[src/rtl/mmio_initiator_pkg.sv]
// Shared types and constants for the MMIO bus initiator.
//   mem_access_size_t  : access size encoding shared with the LSU
//   mmio_init_state_t  : initiator FSM states
//   EXC_*_ACCESS_FAULT : exception causes raised on a bus timeout
package cpu_modules;

    typedef enum logic [1:0] {
        BYTE        = 2'd0,
        HALF_WORD   = 2'd1,
        WORD        = 2'd2,
        DOUBLE_WORD = 2'd3
    } mem_access_size_t;

    typedef enum logic [1:0] {
        S_IDLE,
        S_REQ,
        S_WAIT,
        S_RESP
    } mmio_init_state_t;

    localparam logic [4:0] EXC_LOAD_ACCESS_FAULT  = 5'd5;
    localparam logic [4:0] EXC_STORE_ACCESS_FAULT = 5'd7;

endpackage

[src/rtl/mmio_initiator_if.sv]
// MMIO bus between the initiator (master) and an MMIO responder (slave).
//   addr_o/valid_o/byte_en_o/wr_o/wr_data_o : request, master -> slave
//   ready_i                                 : responder accepts the request
//   data_i/resp_valid_i                     : read data / completion
//   exc_valid_i/exc_code_i                  : responder exception
interface mmio_initiator_if;
    import cpu_modules::*;

    logic [63:0]      addr_o;
    logic             valid_o;
    mem_access_size_t byte_en_o;
    logic             wr_o;
    logic [63:0]      wr_data_o;
    logic             ready_i;
    logic [63:0]      data_i;
    logic             resp_valid_i;
    logic             exc_valid_i;
    logic [4:0]       exc_code_i;

    modport master (
        output addr_o, valid_o, byte_en_o, wr_o, wr_data_o,
        input  ready_i, data_i, resp_valid_i, exc_valid_i, exc_code_i
    );

    modport slave (
        input  addr_o, valid_o, byte_en_o, wr_o, wr_data_o,
        output ready_i, data_i, resp_valid_i, exc_valid_i, exc_code_i
    );

endinterface

[src/rtl/mmio_initiator_load_extend.sv]
// Combinational size/sign extension of right-aligned load data.
//   data_i     : raw responder data
//   size_i     : access size selecting the low 8/16/32/64 bits
//   unsigned_i : zero-extend instead of sign-extend (ignored for DOUBLE_WORD)
//   data_o     : extended result
module load_extend
    import cpu_modules::*;
(
    input  logic [63:0]      data_i,
    input  mem_access_size_t size_i,
    input  logic             unsigned_i,
    output logic [63:0]      data_o
);

    always_comb begin
        data_o = data_i;
        case (size_i)
            BYTE:        data_o = {{56{~unsigned_i & data_i[7]}},  data_i[7:0]};
            HALF_WORD:   data_o = {{48{~unsigned_i & data_i[15]}}, data_i[15:0]};
            WORD:        data_o = {{32{~unsigned_i & data_i[31]}}, data_i[31:0]};
            DOUBLE_WORD: data_o = data_i;
            default:     data_o = data_i;
        endcase
    end

endmodule

[src/rtl/mmio_initiator.sv]
// Bus-master end of the MMIO load/store protocol. Accepts one LSU request,
// drives it onto the MMIO bus, collects the response (or times out) and
// returns an extended load result / exception to the LSU.
//   clk, reset_n     : clock, asynchronous active-low reset
//   req_*            : LSU request channel (valid/ready)
//   bus              : MMIO bus, master side
//   rsp_*            : LSU response channel (valid/ready)
// One transaction outstanding at a time; all bus/response outputs registered.
module mmio_initiator
    import cpu_modules::*;
#(
    parameter int unsigned TIMEOUT_CYCLES = 255,
    parameter int unsigned CNT_W          = 8
) (
    input  logic                clk,
    input  logic                reset_n,

    input  logic                req_valid_i,
    output logic                req_ready_o,
    input  logic [63:0]         req_addr_i,
    input  mem_access_size_t    req_size_i,
    input  logic                req_wr_i,
    input  logic [63:0]         req_wdata_i,
    input  logic                req_unsigned_i,

    mmio_initiator_if.master    bus,

    output logic                rsp_valid_o,
    input  logic                rsp_ready_i,
    output logic [63:0]         rsp_data_o,
    output logic                rsp_exc_o,
    output logic [4:0]          rsp_exc_code_o
);

    // Timeout fires in the cycle the counter would reach TIMEOUT_CYCLES,
    // so valid_o is high for exactly TIMEOUT_CYCLES bus cycles.
    localparam logic [CNT_W-1:0] TO_LAST = CNT_W'(TIMEOUT_CYCLES - 1);

    mmio_init_state_t state_q, state_d;
    logic [CNT_W-1:0] cnt_q, cnt_d;
    logic             valid_q, valid_d;
    logic [63:0]      addr_q, addr_d;
    mem_access_size_t size_q, size_d;
    logic             wr_q, wr_d;
    logic [63:0]      wdata_q, wdata_d;
    logic             uns_q, uns_d;
    logic             rsp_valid_q, rsp_valid_d;
    logic [63:0]      rsp_data_q, rsp_data_d;
    logic             rsp_exc_q, rsp_exc_d;
    logic [4:0]       rsp_code_q, rsp_code_d;

    logic [63:0]      ext_data;
    logic             capture;

    load_extend u_load_extend (
        .data_i     (bus.data_i),
        .size_i     (size_q),
        .unsigned_i (uns_q),
        .data_o     (ext_data)
    );

    always_comb begin
        state_d     = state_q;
        cnt_d       = cnt_q;
        valid_d     = valid_q;
        addr_d      = addr_q;
        size_d      = size_q;
        wr_d        = wr_q;
        wdata_d     = wdata_q;
        uns_d       = uns_q;
        rsp_valid_d = rsp_valid_q;
        rsp_data_d  = rsp_data_q;
        rsp_exc_d   = rsp_exc_q;
        rsp_code_d  = rsp_code_q;
        capture     = 1'b0;

        case (state_q)
            S_IDLE: begin
                if (req_valid_i) begin
                    addr_d  = req_addr_i;
                    size_d  = req_size_i;
                    wr_d    = req_wr_i;
                    wdata_d = req_wdata_i;
                    uns_d   = req_unsigned_i;
                    valid_d = 1'b1;
                    cnt_d   = '0;
                    state_d = S_REQ;
                end
            end

            S_REQ, S_WAIT: begin
                cnt_d = cnt_q + CNT_W'(1);
                // In REQ a reply only counts alongside ready_i.
                capture = (bus.exc_valid_i || bus.resp_valid_i) &&
                          (state_q == S_WAIT || bus.ready_i);
                if (capture) begin
                    valid_d     = 1'b0;
                    rsp_valid_d = 1'b1;
                    state_d     = S_RESP;
                    if (bus.exc_valid_i) begin
                        rsp_exc_d  = 1'b1;
                        rsp_code_d = bus.exc_code_i;
                        rsp_data_d = '0;
                    end else begin
                        rsp_exc_d  = 1'b0;
                        rsp_code_d = '0;
                        rsp_data_d = wr_q ? '0 : ext_data;
                    end
                end else if (cnt_q == TO_LAST) begin
                    valid_d     = 1'b0;
                    rsp_valid_d = 1'b1;
                    rsp_exc_d   = 1'b1;
                    rsp_code_d  = wr_q ? EXC_STORE_ACCESS_FAULT : EXC_LOAD_ACCESS_FAULT;
                    rsp_data_d  = '0;
                    state_d     = S_RESP;
                end else if (state_q == S_REQ && bus.ready_i) begin
                    valid_d = 1'b0;
                    state_d = S_WAIT;
                end
            end

            S_RESP: begin
                if (rsp_ready_i) begin
                    rsp_valid_d = 1'b0;
                    state_d     = S_IDLE;
                end
            end

            default: state_d = S_IDLE;
        endcase
    end

    always_ff @(posedge clk or negedge reset_n) begin
        if (!reset_n) begin
            state_q     <= S_IDLE;
            cnt_q       <= '0;
            valid_q     <= 1'b0;
            addr_q      <= '0;
            size_q      <= BYTE;
            wr_q        <= 1'b0;
            wdata_q     <= '0;
            uns_q       <= 1'b0;
            rsp_valid_q <= 1'b0;
            rsp_data_q  <= '0;
            rsp_exc_q   <= 1'b0;
            rsp_code_q  <= '0;
        end else begin
            state_q     <= state_d;
            cnt_q       <= cnt_d;
            valid_q     <= valid_d;
            addr_q      <= addr_d;
            size_q      <= size_d;
            wr_q        <= wr_d;
            wdata_q     <= wdata_d;
            uns_q       <= uns_d;
            rsp_valid_q <= rsp_valid_d;
            rsp_data_q  <= rsp_data_d;
            rsp_exc_q   <= rsp_exc_d;
            rsp_code_q  <= rsp_code_d;
        end
    end

    assign req_ready_o    = (state_q == S_IDLE);

    assign bus.addr_o     = addr_q;
    assign bus.valid_o    = valid_q;
    assign bus.byte_en_o  = size_q;
    assign bus.wr_o       = wr_q;
    assign bus.wr_data_o  = wdata_q;

    assign rsp_valid_o    = rsp_valid_q;
    assign rsp_data_o     = rsp_data_q;
    assign rsp_exc_o      = rsp_exc_q;
    assign rsp_exc_code_o = rsp_code_q;

endmodule

[src/flat_wrapper.sv]
// flat-port wrapper written by rule: the top's interface ports become plain ports
module mmio_initiator_flat import cpu_modules::*;
#(
    parameter int unsigned TIMEOUT_CYCLES = 255,
    parameter int unsigned CNT_W          = 8
)
  (clk, reset_n, req_valid_i, req_ready_o, req_addr_i, req_size_i, req_wr_i, req_wdata_i, req_unsigned_i, rsp_valid_o, rsp_ready_i, rsp_data_o, rsp_exc_o, rsp_exc_code_o, bus_addr_o, bus_valid_o, bus_byte_en_o, bus_wr_o, bus_wr_data_o, bus_ready_i, bus_data_i, bus_resp_valid_i, bus_exc_valid_i, bus_exc_code_i);
  mmio_initiator_if bus_i ();
  input  logic clk;
  input  logic reset_n;
  input  logic req_valid_i;
  output logic req_ready_o;
  input  logic [63:0] req_addr_i;
  input  mem_access_size_t req_size_i;
  input  logic req_wr_i;
  input  logic [63:0] req_wdata_i;
  input  logic req_unsigned_i;
  output logic rsp_valid_o;
  input  logic rsp_ready_i;
  output logic [63:0] rsp_data_o;
  output logic rsp_exc_o;
  output logic [4:0] rsp_exc_code_o;
  output wire logic [$bits(bus_i.addr_o)-1:0] bus_addr_o;
  output wire logic [$bits(bus_i.valid_o)-1:0] bus_valid_o;
  output wire logic [$bits(bus_i.byte_en_o)-1:0] bus_byte_en_o;
  output wire logic [$bits(bus_i.wr_o)-1:0] bus_wr_o;
  output wire logic [$bits(bus_i.wr_data_o)-1:0] bus_wr_data_o;
  input wire logic [$bits(bus_i.ready_i)-1:0] bus_ready_i;
  input wire logic [$bits(bus_i.data_i)-1:0] bus_data_i;
  input wire logic [$bits(bus_i.resp_valid_i)-1:0] bus_resp_valid_i;
  input wire logic [$bits(bus_i.exc_valid_i)-1:0] bus_exc_valid_i;
  input wire logic [$bits(bus_i.exc_code_i)-1:0] bus_exc_code_i;
  assign bus_addr_o = bus_i.addr_o;
  assign bus_valid_o = bus_i.valid_o;
  assign bus_byte_en_o = bus_i.byte_en_o;
  assign bus_wr_o = bus_i.wr_o;
  assign bus_wr_data_o = bus_i.wr_data_o;
  assign bus_i.ready_i = bus_ready_i;
  assign bus_i.data_i = bus_data_i;
  assign bus_i.resp_valid_i = bus_resp_valid_i;
  assign bus_i.exc_valid_i = bus_exc_valid_i;
  assign bus_i.exc_code_i = bus_exc_code_i;
  mmio_initiator #(.TIMEOUT_CYCLES(TIMEOUT_CYCLES), .CNT_W(CNT_W)) u_core (.clk(clk), .reset_n(reset_n), .req_valid_i(req_valid_i), .req_ready_o(req_ready_o), .req_addr_i(req_addr_i), .req_size_i(req_size_i), .req_wr_i(req_wr_i), .req_wdata_i(req_wdata_i), .req_unsigned_i(req_unsigned_i), .bus(bus_i), .rsp_valid_o(rsp_valid_o), .rsp_ready_i(rsp_ready_i), .rsp_data_o(rsp_data_o), .rsp_exc_o(rsp_exc_o), .rsp_exc_code_o(rsp_exc_code_o));
endmodule
[config.mk]
export PLATFORM = sky130hd
export DESIGN_NAME = mmio_initiator_flat
export DESIGN_NICKNAME = d
export VERILOG_FILES = /design/src/rtl/mmio_initiator_pkg.sv /design/src/rtl/mmio_initiator_if.sv /design/src/rtl/mmio_initiator_load_extend.sv /design/src/rtl/mmio_initiator.sv /design/src/flat_wrapper.sv
export SDC_FILE = /design/constraint.sdc
export NUM_CORES = 1
export LEC_CHECK = 0
export BUFFER_PORTS_ARGS = -buffer_cell sky130_fd_sc_hd__buf_4
export CAP_MARGIN = 20
export CORE_AREA = 2 2 158 160
export CTS_BUF_LIST = sky130_fd_sc_hd__clkbuf_2
export DETAILED_ROUTE_END_ITERATION = 7
export DIE_AREA = 0 0 160 162
export GPL_ROUTABILITY_DRIVEN = 0
export HOLD_SLACK_MARGIN = 0.15
export PLACE_DENSITY_LB_ADDON = 0.15
export SETUP_SLACK_MARGIN = 0.5
export SLEW_MARGIN = 20
export SYNTH_ARGS = -nofsm -noshare
export SYNTH_HDL_FRONTEND = slang
export SYNTH_SLANG_ARGS = --single-unit
[constraint.sdc]
create_clock -name clk -period 3.3 [get_ports clk]
set_input_delay 0.66 -clock clk [delete_from_list [all_inputs] [get_ports clk]]
set_output_delay 0.66 -clock clk [all_outputs]
set_load 0.05 [all_outputs]
==> results of run 1 <==
==> sequential cells by signal, indices dropped and copies added (netlist names) <==
register,count
u_core.bus.addr_o,64
u_core.bus.byte_en_o,2
u_core.bus.valid_o,1
u_core.bus.wr_data_o,64
u_core.bus.wr_o,1
u_core.cnt_q,8
u_core.rsp_data_o,64
u_core.rsp_exc_code_o,5
u_core.rsp_exc_o,1
u_core.rsp_valid_o,1
u_core.state_q,2
u_core.uns_q,1
==> placed cells by master (no fill, tap or decap), drive strengths merged <==
master,synthesis,final
buf,30,422
dfrtp,214,214
dlygate4sd3,0,204
mux2,133,133
clkbuf,11,93
nand2,87,87
o21ai,73,73
a21oi,56,56
nor2,16,16
inv,10,11
clkinv,0,8
ha,7,7
nand3,6,6
a22o,4,4
nand2b,4,4
nor3,3,3
a21o,3,3
and2b,2,2
mux2i,2,2
and4,2,2
a22oi,2,2
or2,2,2
o22ai,2,2
diode,0,1
nor4,1,1
xnor2,1,1
nand4,1,1
o21a,1,1
nor3b,1,1
o31ai,1,1
nor2b,1,1
xor2,1,1
a31o,1,1
==> power by group <==
part	internal, uW	switching, uW	total [uW]
registers	3810	747	4550
clock network	731	1100	1830
logic	2950	6350	9300
==> critical path, delay by kind of cell (launching register included) <==
kind                       cells  cell delay, ns
DFF                            1            0.44
adders and majority gates      1            0.28
buffers and inverters          2            0.36
==> how the worst max path moves through the flow <==
stage | startpoint | endpoint | slack, ns | cells past startpoint
finish | u_core.state_q[1]$_DFFE_PN0P_ | req_ready_o | 0.78 | 3
floorplan | u_core.state_q[0]$_DFFE_PN0P_ | u_core.bus.byte_en_o[0]$_DFFE_PN0P_ | 1.25 | 6
CTS | u_core.bus.byte_en_o[1]$_DFFE_PN0P_ | bus_byte_en_o[1] | 0.51 | 1
global route | u_core.state_q[1]$_DFFE_PN0P_ | req_ready_o | 0.60 | 3
detailed placement | bus_exc_valid_i | u_core.rsp_data_o[26]$_DFFE_PN0P_ | 1.00 | 7
global placement | bus_resp_valid_i | u_core.rsp_data_o[43]$_DFFE_PN0P_ | 1.10 | 7
==> final cells by class <==
type	count	area share
clock inverters	9	0.00239
diodes	1	0.000170
well taps	324	0.0276
flip-flops and latches	214	0.365
inverters	10	0.00256
clock buffers	93	0.0317
repair buffers	626	0.358
multi-input cells	413	0.213
==> routing by layer <==
layer,vias to the layer above,wire length [um]
met5,-,0
met4,0,961
li1,3674,-
met1,3679,11600
met2,326,14500
met3,73,2020
==> per-stage QoR <==
| stage | util | cell area (um^2) | hold slack [ns] | cells | total power (uW) |
|---|---|---|---|---|---|
| after floorplan | - | 8750 | 0.364 | 678 | 10800 |
| after CTS | 0.609 | 14700 | 0.172 | 1689 | 15800 |
| final | 0.609 | 14700 | 0.271 | 1690 | 15700 |
| after global routing | 0.609 | 14700 | 0.210 | 1690 | 16500 |
| after global placement | 0.503 | 12100 | 0.464 | 1383 | 13600 |
| after detailed placement | 0.503 | 12100 | 0.469 | 1383 | 13700 |
==> cells in the mapped netlist (2+ instances only) <==
master / number
a21oi_1: 54
clkbuf_1: 11
a22o_1: 4
buf_1: 5
a21oi_2: 2
nand3_1: 5
buf_6: 13
o21ai_2: 40
buf_2: 12
and4_1: 2
ha_1: 7
nand2_1: 87
and2b_1: 2
nor2_1: 15
nor3_1: 3
inv_1: 9
mux2i_1: 2
nand2b_1: 3
dfrtp_1: 214
o21ai_1: 32
a22oi_1: 2
mux2_1: 82
a21o_1: 3
mux2_2: 51
==> what timing repair did <==
action,CTS,global route
endpoints found under the hold margin,288,0
hold buffers,204,0
gates resized for setup,0,1
endpoints found under the setup margin,0,1
==> cells by family (layout without fill, tap and decap cells) <==
kind of cell    count (synthesis)  after routing  synth area share
flops                         214            214             0.612
compound gates                143            143             0.105
mux                           135            135             0.173
simple gates                  126            126            0.0626
buf+inv                        51            738            0.0348
fa+ha+maj                       7              7            0.0100
xor+xnor                        2              2           0.00200
other cells                     0              1                 0
==> qor.yml, run 1 <==
layout:
  layout.nets: 1538
  synthToLayoutAreaGrowth_pct: 67.8
  multi_input_area_um2: 3130
  final_layout_size_suffix_gt1_frac: 0.455
  seq_area_um2: 5360
  fillers: 1973
synth:
  synth_fp_nets: 893
  yosysUniqueCellTypes: 42
  ys.flop_type: "dfrtp_1"
  seq_area_frac_synth: 0.612
  ys_warn_count: 0
  ys_ff_latch: 214
  ys_async_sr_fraction: 1.00
  syn_inst: 678
  synth_area_per_cell_um2: 12.9
  synth_largest_area_cell: "dfrtp_1"
  ys_top_cells_by_area: "dfrtp_1 61%, mux2_1 11%, mux2_2 6.6%, o21ai_2 4.0%, nand2_1 3.7%"
  synth_edf_count: 0
  synth_top_area_frac: 0.612
  synth_area_um2: 8750
clock_network:
  numCtsBuffers: 58
  cts_root_buf: "clkbuf_2"
  cts_tree: "built"
  insertion_delay_ns: 0.82
  cts_htree_levels: 2
  clkSinkCount: 214
  post_cts_buffers: 0
  clk_path_buf_depth: 3
  path_clk_slew_ns: 0.10
routing:
  avgRoutedWirePerCell_um: 17.2
  drtIter0Drc: 357
  drt_pass1_iterations: 4
  wl_um: 29100
  ant_nets: 0
  routed_via_density: 4.59
  num_vias: 7752
  drc: 0
placement:
  port_buffers: 411
  place_ws_ns: 1.00
  dp_hpwl_um: 19200
setup_path:
  critical_path_class: "reg2out"
  cp.required_ns: 2.64
  worstPathMaxFanout: 4
  r2r_setup_slack_ns: 1.10
  reg2regPathDepth: 8
  crit_path_end_kind: "output pin"
  arrival_ns: 1.86
  worst_path_largest_cell_delay_ns: 0.44
  critPathSlowestCell: "dfrtp_1"
  r2r_end: "u_core.rsp_data_o[35]$_DFFE_PN0P_"
  r2r-start: "u_core.state_q[0]$_DFFE_PN0P_"
  crit_chain: "inv_1 -> ha_1 -> buf_4"
  crit_path_start_kind: "register"
pwr:
  vdd_drop_max_mv: 0.876
  leakage_uw: 0.00723
  power.density_nw_per_um2: 1070
sta:
  period_share: 0.765
  skew_ns: 0.0614
  tightest_slew_ns: 0.830
  slew_headroom: 0.445
  fmax_mhz: 396
  finalSetupViolations: 0
  period_minus_slack_ns: 2.52
  setup_tns_ns: 0
  rsz0062_at_grt: "false"
  fin_ws_ns: 0.775
  finalHoldViolCount: 0
  maxSlewViolCount: 0
floorplanning:
  die_width_um: 160
  floorplan.initialDensity: 0.363
  dieHeight_um: 162
  io_pins: 412
  floorplan.rows: 57
  die_area_um2: 25900
  core-area_um2: 24100
grt:
  grt_use_total: 0.222
  grt-ovfl-total: 0
  antenna_found_initial: 1
  grt_busiest_layer: "met2"
  grt_max_degree: 90
  grt_use_met1: 0.264
  grt.met3_usage: 0.0603
  grt_pass1_wl_um: 45900
  use_met2: 0.387
  grt_pass1_vias: 8461
hold_path:
  min_to: "u_core.rsp_exc_o$_DFFE_PN0P_"
  min_from: "bus_resp_valid_i"
  min_path_type: "in2reg"
  min_delay_path_depth: 3
job:
  max_cap_violations: 0
status:
  status: "finished, final reports clean"
No activity file was read; power rests on OpenSTA's default activity.
==> inputs of run 2 (changes only) <==
--- a/config.mk
+++ b/config.mk
@@ -5,12 +5,13 @@
 export SDC_FILE = /design/constraint.sdc
 export NUM_CORES = 1
 export LEC_CHECK = 0
+export ABC_AREA = 1
 export BUFFER_PORTS_ARGS = -buffer_cell sky130_fd_sc_hd__buf_4
 export CAP_MARGIN = 20
-export CORE_AREA = 2 2 158 160
+export CORE_AREA = 2 2 161 163
 export CTS_BUF_LIST = sky130_fd_sc_hd__clkbuf_2
 export DETAILED_ROUTE_END_ITERATION = 7
-export DIE_AREA = 0 0 160 162
+export DIE_AREA = 0 0 163 165
 export GPL_ROUTABILITY_DRIVEN = 0
 export HOLD_SLACK_MARGIN = 0.15
 export PLACE_DENSITY_LB_ADDON = 0.15
==> constraint.sdc (replaced) <==
create_clock -name clk -period 2.15 [get_ports clk]
set_input_delay 0.43 -clock clk [delete_from_list [all_inputs] [get_ports clk]]
set_output_delay 0.43 -clock clk [all_outputs]
set_load 0.05 [all_outputs]
==> run 2 against run 1 <==
Against the previous run:
- cell area is 24% higher
- combinational power is 100% higher
- clock power is 60% higher
- non-clock buffer count is 155 higher
- synthesized area is 4.6% higher
- final cell count is 19% higher
- critical path depth is 14 higher
- hold slack worse by 0.048 ns
- via count is 27% higher
- core utilization is 12 points higher
- critical endpoint is now u_core.rsp_data_o[33]$_DFFE_PN0P_
- largest cell class is now non-clock buffers
==> qor.yml, run 2 <==
clock_network:
  clk_path_buf_depth: 3  # unchanged
  cts_tree: "built"
  numCtsBuffers: 58  # unchanged
  cts_htree_levels: 2  # unchanged
  insertion_delay_ns: 0.85  # +0.03 ns
  clkSinkCount: 214  # unchanged
  cts_root_buf: "clkbuf_2"
  path_clk_slew_ns: 0.11  # about the same
grt:
  grt_pass1_wl_um: 54800  # +19%
  grt-ovfl-total: 0  # unchanged
  grt.met3_usage: 0.0894  # +0.0291
  use_met2: 0.472  # +0.0848
  grt_busiest_layer: "met2"
  grt_max_degree: 73  # -19%
  grt_use_total: 0.264  # +0.0416
  antenna_found_initial: 4  # +3
  grt_pass1_vias: 10228  # +21%
  grt_use_met1: 0.281  # +0.0163
pwr:
  power.density_nw_per_um2: 1560  # +46%
  vdd_drop_max_mv: 1.21  # +38%
  leakage_uw: 0.00919  # +27%
synth:
  synth_area_um2: 9150  # +4.6%
  synth_top_area_frac: 0.585  # -0.0271
  synth_top_family_by_area: "simple AND/OR/NAND/NOR gates"
  synthAdderAreaFrac: 0.00957  # -0.000443
  synth_area_per_cell_um2: 10.9  # -16%
  yosysUniqueCellTypes: 25  # -40%
  ys_top_cells_by_area: "dfrtp_1 59%, mux2_2 16%, nand2_1 9.8%, nand3_1 3.4%, nand4_1 2.4%"
  synth_fp_nets: 1055  # +18%
  synth.area.mux_share: 0.159  # -0.0148
  synth.most_common_cell: "nand2_1"
  synth_compound_area_frac: 0.0215  # -0.0835
  synth_commonest_cells: "239 x nand2_1, 214 x dfrtp_1, 129 x mux2_2"
  synthSimpleGateAreaFrac: 0.174  # +0.112
  seq_area_frac_synth: 0.585  # -0.0271
  ys.flop_type: "dfrtp_1"
  synth-xor-area-share: 0  # -0.00200
  ys_ff_latch: 214  # unchanged
  synth_edf_count: 0  # unchanged
  ys_async_sr_fraction: 1.00  # unchanged
  synth_largest_area_cell: "dfrtp_1"
  ys_warn_count: 0  # unchanged
  syn_inst: 840  # +24%
sta:
  finalSetupViolations: 0  # unchanged
  period_minus_slack_ns: 2.12
  fmax_mhz: 471
  fin_ws_ns: 0.0252  # -0.750 ns
  period_share: 0.988
  slew_headroom: 0.630  # +0.185
  tightest_slew_ns: 0.554  # -0.276 ns
  skew_ns: 0.0563  # -0.00518 ns
  rsz0062_at_grt: "true"
  finalHoldViolCount: 0  # unchanged
  maxSlewViolCount: 0  # unchanged
  setup_tns_ns: 0  # unchanged
placement:
  dp_hpwl_um: 20600  # +7.0%
  place_ws_ns: 0.274  # -0.728 ns
  port_buffers: 411  # unchanged
job:
  max_cap_violations: 0  # unchanged
routing:
  routed_via_density: 4.91  # +7.1%
  ant_nets: 0  # unchanged
  avgRoutedWirePerCell_um: 19.9  # +15%
  drc: 0  # unchanged
  drtIter0Drc: 677  # +90%
  wl_um: 39800  # +37%
  num_vias: 9853  # +27%
  drt_pass1_iterations: 8  # +4
setup_path:
  arrival_ns: 2.91  # +1.05 ns
  critical_path_class: "reg2reg"
  cp.required_ns: 2.94  # +0.30 ns
  crit_path_end_kind: "register"
  r2r-start: "u_core.state_q[0]$_DFFE_PN0P_"
  crit_path_start_kind: "register"
  worstPathMaxFanout: 7  # +3
  reg2regPathDepth: 17  # +9
  r2r_end: "u_core.rsp_data_o[33]$_DFFE_PN0P_"
  r2r_setup_slack_ns: 0.03  # -1.07 ns
layout:
  layout.nets: 1846  # +20%
  finalCoreUtilization: 0.729  # +0.120
  fillers: 1598  # -19%
  seq_area_um2: 5360  # about the same
  final_layout_size_suffix_gt1_frac: 0.544  # +0.0890
  synthToLayoutAreaGrowth_pct: 99.5
  mostFrequentLayoutCells: "304 x buf_4, 214 x buf_6, 211 x dfrtp_1"
  multi_input_area_um2: 3830  # +22%
  layout_commonest_cell: "buf_4"
hold_path:
  min_path_type: "in2async"
status:
  status: "finished, final reports clean"
floorplanning:
  core-area_um2: 25000  # +3.9%
  dieHeight_um: 165  # +1.9%
  die_area_um2: 26900  # +3.8%
  floorplan.rows: 58  # +1.8%
  floorplan.initialDensity: 0.366  # +0.00270
  die_width_um: 163  # +1.9%
  io_pins: 412  # unchanged
run 2: cell types whose count changed in the layout (fill, tap and decap cells not counted), sizes merged, moves of 34 or more:
cell | before | now
a21oi | 56 | 11
buf | 422 | 568
nand2 | 87 | 253
nand3 | 6 | 63
nand4 | 1 | 35
o21ai | 73 | 22
run 2: through the flow:
step | cells | cell area, um^2 | total power (uW) | hold WS (ns)
2_1_floorplan | 840 | 9180 | 15800 | 0.134
3_3_place_gp | 1547 | 12600 | 19800 | 0.300
3_5_place_dp | 1547 | 12600 | 19900 | 0.297
4_1_cts | 1945 | 17300 | 26900 | 0.151
5_1_grt | 2005 | 18300 | 29700 | 0.188
6_report | 2005 | 18300 | 28400 | 0.222
run 2: how the worst max path moves through the flow:
stage / start / to / slack [ns] / depth (start not counted)
5_1_grt: u_core.state_q[0]$_DFFE_PN0P_ / u_core.rsp_data_o[40]$_DFFE_PN0P_ / -0.05 / 17
4_1_cts: u_core.state_q[1]$_DFFE_PN0P_ / req_ready_o / 0.006 / 3
6_report: u_core.state_q[0]$_DFFE_PN0P_ / u_core.rsp_data_o[33]$_DFFE_PN0P_ / 0.03 / 17
3_3_place_gp: u_core.state_q[0]$_DFFE_PN0P_ / u_core.rsp_data_o[14]$_DFFE_PN0P_ / 0.32 / 9
3_5_place_dp: u_core.state_q[0]$_DFFE_PN0P_ / u_core.rsp_data_o[7]$_DFFE_PN0P_ / 0.27 / 9
2_1_floorplan: u_core.state_q[0]$_DFFE_PN0P_ / u_core.bus.addr_o[0]$_DFFE_PN0P_ / 0.51 / 6
run 2: layer usage:
layer  vias up  wire length, um  part of all wire
met5         -               18           0.00045
met4         4             1930             0.048
met3       146             3300             0.083
met2       510            20700              0.52
met1      4772            13900              0.35
li1       4421                -                 -
run 2: final cells by class:
cell class | instances | share of cell area
repair buffers | 781 | 0.439
inverters | 34 | 0.00699
clock buffers | 92 | 0.0252
clock inverters | 10 | 0.00240
flip-flops and latches | 214 | 0.293
diodes | 2 | 0.000274
well taps | 330 | 0.0226
multi-input cells | 542 | 0.210
run 2: report_power, final:
group          total (uW)  internal, uW  switching (uW)
combinational       18700          8060           10600
clock                2930          1120            1810
sequential           6850          5630            1220
total               28400         14800           13600
run 2: kinds of logic after synthesis:
family                   Yosys count
multiplexers                     129
AO/OA/AOI/OAI                     34
buffers and inverters             87
flip-flops                       214
adder cells (fa/ha/maj)            7
AND/OR/NAND/NOR                  369
run 2: worst max-delay path, stage by stage (launching register included):
cell and delay [ns]:
dfrtp_1 0.37, inv_2 0.06, buf_4 0.12, buf_4 0.12, buf_6 0.11, ha_4 0.14
inv_2 0.05, nand2_2 0.06, buf_6 0.13, o21ai_4 0.07, nand2_2 0.12, nand2_8 0.12
buf_12 0.13, buf_12 0.11, buf_12 0.10, buf_16 0.13, nand2_1 0.07, nand2_1 0.07
run 2: timing repair:
action / 4_1_cts / 5_1_grt
resized for setup: 272 / 103
gates cloned: 20 / 8
endpoints found under the hold margin: 426 / 0
pin swaps: 15 / 46
setup endpoints to repair: 382 / 391
hold buffers: 209 / 0
setup buffers: 67 / 50
